`config.mk`:
```
export PLATFORM = sky130hd
export DESIGN_NAME = pila_subrutinas
export DESIGN_NICKNAME = d
export VERILOG_FILES = /design/src/rtl/pila_subrutinas.sv
export SDC_FILE = /design/constraint.sdc
export NUM_CORES = 1
export LEC_CHECK = 0
export CAP_MARGIN = 10
export CORE_MARGIN = 8
export CORE_UTILIZATION = 35
export DETAILED_ROUTE_END_ITERATION = 10
export PLACE_DENSITY = 0.59
export SLEW_MARGIN = 5
export SYNTH_ARGS = -nofsm -noshare
export SYNTH_HDL_FRONTEND = slang
export SYNTH_SLANG_ARGS = --single-unit
```
`constraint.sdc`:
```
create_clock -name clk -period 2.9 [get_ports clk]
set_clock_uncertainty 0.15 [all_clocks]
set_input_delay 0.29 -clock clk [delete_from_list [all_inputs] [get_ports clk]]
set_output_delay 0.29 -clock clk [all_outputs]
set_load 0.02 [all_outputs]
```
`src/rtl/pila_subrutinas.sv`:
```
// Hardware return-address stack for the single-cycle CPU (call pushes PC+1, return pops).
// Optional macro PILA_WRAP_EN: a push while full overwrites the oldest entry instead of being dropped.
module pila_subrutinas #(
  parameter int WIDTH = 10,
  parameter int DEPTH = 8
) (
  input  logic                       clk,
  input  logic                       reset,
  input  logic                       push,
  input  logic                       pop,
  input  logic [WIDTH-1:0]           d_in,
  output logic [WIDTH-1:0]           d_out,
  output logic                       empty,
  output logic                       full,
  output logic [$clog2(DEPTH):0]     count,
  output logic                       overflow,
  output logic                       underflow
);

  localparam int PW = $clog2(DEPTH);
  localparam int CW = PW + 1;

  logic [WIDTH-1:0] mem_q [DEPTH];
  logic [PW-1:0]    sp_q, sp_d;
  logic [CW-1:0]    count_q, count_d;
  logic             overflow_q, overflow_d;
  logic             underflow_q, underflow_d;

  logic             we_s;
  logic [PW-1:0]    waddr_s;
  logic [PW-1:0]    top_s;
  logic             empty_s;
  logic             full_s;

  assign top_s   = sp_q - PW'(1);
  assign empty_s = (count_q == CW'(0));
  assign full_s  = (count_q == CW'(DEPTH));

  // Next-state decode for pointer, occupancy, sticky flags and storage write.
  always_comb begin
    sp_d        = sp_q;
    count_d     = count_q;
    overflow_d  = overflow_q;
    underflow_d = underflow_q;
    we_s        = 1'b0;
    waddr_s     = sp_q;
    case ({push, pop})
      2'b10: begin
        if (full_s) begin
          overflow_d = 1'b1;
`ifdef PILA_WRAP_EN
          we_s    = 1'b1;
          waddr_s = sp_q;
          sp_d    = sp_q + PW'(1);
`else
          we_s    = 1'b0;
`endif
        end else begin
          we_s    = 1'b1;
          waddr_s = sp_q;
          sp_d    = sp_q + PW'(1);
          count_d = count_q + CW'(1);
        end
      end
      2'b01: begin
        if (empty_s) begin
          underflow_d = 1'b1;
        end else begin
          sp_d    = sp_q - PW'(1);
          count_d = count_q - CW'(1);
        end
      end
      2'b11: begin
        // Empty stack cannot be full, so the call side simply pushes.
        if (empty_s) begin
          we_s    = 1'b1;
          waddr_s = sp_q;
          sp_d    = sp_q + PW'(1);
          count_d = count_q + CW'(1);
        end else begin
          we_s    = 1'b1;
          waddr_s = top_s;
        end
      end
      default: begin
        we_s = 1'b0;
      end
    endcase
  end

  // Control state with synchronous active-low reset.
  always_ff @(posedge clk) begin
    if (!reset) begin
      sp_q        <= {PW{1'b0}};
      count_q     <= {CW{1'b0}};
      overflow_q  <= 1'b0;
      underflow_q <= 1'b0;
    end else begin
      sp_q        <= sp_d;
      count_q     <= count_d;
      overflow_q  <= overflow_d;
      underflow_q <= underflow_d;
    end
  end

  // Storage array; contents survive reset, but reset still blocks a concurrent write.
  always_ff @(posedge clk) begin
    if (!reset) begin
      mem_q <= mem_q;
    end else if (we_s) begin
      mem_q[waddr_s] <= d_in;
    end else begin
      mem_q <= mem_q;
    end
  end

  assign d_out     = empty_s ? {WIDTH{1'b0}} : mem_q[top_s];
  assign empty     = empty_s;
  assign full      = full_s;
  assign count     = count_q;
  assign overflow  = overflow_q;
  assign underflow = underflow_q;

endmodule

```
==> reports/metrics.cfg <==
[cells_and_area]
nets=308
area_growth_pct=22.2
fillCellCount=928
finalNonFillerCells=432
final_area_um2=4560
drive_gt1_frac=0.243
layout_commonest_cell=edfxtp_1
mostFrequentLayoutCells=edfxtp_1 (80), buf_4 (31), nand2_1 (26)
antenna_cells=0

[placed_design]
io_buffers=31
dp.cells=416
dp_hpwl_um=5340
place_area_um2=4380
gp_congestion=0.757

[cts]
htreeDepth=3
clkTransAtPathRegs_ps=90
clkSinkCount=89
clock_latency_ps=350
root_buffer=clkbuf_8
ctsLongestPathBuffers=2
cts-buffers-inserted=9
cts_tree=yes

[global_route]
track_usage=0.114
grt_overflow_total=0
grt_first_pass_wirelength_um=12400
antenna_found_initial=0
first_global_vias=2234
grt_max_degree=24

[floorplanning]
dieArea_um2=14200
rows=37
die_y_um=119
die_x_um=119
io_pins=32
start_util=0.362
core_um2=10300

[power]
powerDensity_nw_per_um2=849
vdd_ir_drop_max_uv=413
fin_total_pwr_w=0.00387
power_leakage_nw=1.56

[sta]
tightest_slew_ps=991
fmax_mhz=360
layout_min_cycle_time_ps=2780
finalSetupViolCount=0
maxSlewHeadroom=0.337
rsz0062_at_grt=false
fin_crit_sh=0.957
final_hold_viol_count=0
slew_violations=0

[synth]
ys_seq_area_frac=0.691
synth_compound_area_frac=0.0519
synth_xor_area_frac=0.00704
synth_edf_count=80
yosysUniqueCellTypes=39
ys_warn_count=0
synth.area.mux_share=0.126
synth_area_um2=3730
postSynthCellCount=231
synthesis.nets=248
synthAdderAreaFrac=0.0101
synth_seq_cells=89
ys_async_sr_fraction=0
synth_flop_cell=edfxtp_1
synth_top_family_by_area=multiplexers
synth_area_per_cell_um2=16.2
synthSimpleGateAreaFrac=0.0884

[drt]
drtIter0Drc=95
wl_per_cell_um=18.2
dr.pass1.iters=4
drc=0
vias_per_cell=5.03
ant_nets=0
num_vias=2174
drt_wl_total_um=7860

[critical_path]
cp.arrival_ps=2340
cp-start-kind=flop
slowest_stage=dfxtp_1
required_ps=2460
critPathMaxFanout=11
crit_chain=inv_1, ha_1, buf_4, mux4_2, nand2_1, a21oi_1, dlygate4sd2_1
endpoint_kind=output pin
max_stage_delay_ps=390
crit_type=flop to output pin

[status]
status=completed

[hold_path]
worst_hold_path_type=flop to flop

[run]
drv_cap=0

==> critical path, delay by kind of cell, from the launching register on <==
family	cells	cell delay (ps)
buffers and inverters	3	730
adders and majority gates	1	380
and+or+nand+nor	1	60
AOI/OAI and AO/OA	1	210
muxes	1	210
DFF	1	390
==> path summary, 6_finish.rpt <==
path	start	to	slack [ps]	cells after the start
max	sp_q[1]	d_out[1]	120	7
min	underflow	underflow	320	1
max reg2reg	sp_q[1]	mem_q[44]	260	5
min reg2reg	underflow	underflow	320	1
==> synth_stat cells, types with 2 or more instances <==
cell	number	area (um^2)
mux2i_1	2	20.0
clkbuf_1	5	18.8
nor2b_1	2	12.5
xnor2_1	3	26.3
a21oi_1	11	55.1
dfxtp_1	9	180
buf_6	2	22.5
nand2b_1	5	31.3
mux4_2	20	450
o21a_1	2	15.0
edfxtp_1	80	2400
nor4b_1	2	17.5
buf_2	5	25.0
nor2_1	17	63.8
a2111oi_0	2	17.5
ha_1	3	37.5
a32oi_1	3	26.3
and2_1	4	25.0
inv_1	5	18.8
nand2_1	26	97.6
a31oi_1	3	18.8
nor4_1	3	18.8
==> repair_timing <==
item                                    in CTS  in global routing
setup buffers                                0                  0
hold buffers                                 0                  0
endpoints found under the setup margin      10                  1
resized for setup                           10                  2
pin swaps                                    0                  0
hold endpoints to repair                     0                  0
==> layout make-up <==
class	instances	area, um^2	area share
well taps	136	170	0.0373
clock inverters	6	73.8	0.0162
repair buffers	62	527	0.115
flip-flops and latches	89	2580	0.566
inverters	6	23.8	0.00521
clock buffers	10	128	0.0280
multi-input cells	123	1060	0.232
==> layer usage <==
layer  vias up  part of all wire  global-route usage
li1       1021                 -                   -
met1      1103              0.48               0.152
met2        39              0.47               0.177
met3        11             0.028              0.0175
met4         0             0.018              0.0585
met5         -                 0                   0
==> cells by family after synthesis <==
group,Yosys count
fa+ha+maj,3
compound gates,28
xor+xnor,3
mux,22
flops,89
buf+inv,19
simple gates,67
==> flip-flops by register name, indices dropped and copies added, names as in the netlist <==
signal	flops
overflow	1
mem_q	80
underflow	1
count	4
sp_q	3
==> report_power, final <==
group	total (W)	switching [W]	internal, W
registers	0.00153	0.0000352	0.00150
clock network	0.000867	0.000456	0.000411
logic	0.00147	0.000836	0.000638
total	0.00387	0.00133	0.00255
==> through the flow <==
stage	TNS, ps	setup WS (ps)	utilization	hold WS (ps)
after floorplan	-1090	-54.7	-	239
after global placement	0	233	0.424	299
after detailed placement	0	210	0.424	303
after CTS	0	88.3	0.442	324
after global routing	0	0.843	0.442	369
final	0	125	0.442	318
(Power assumes the default switching activity.)
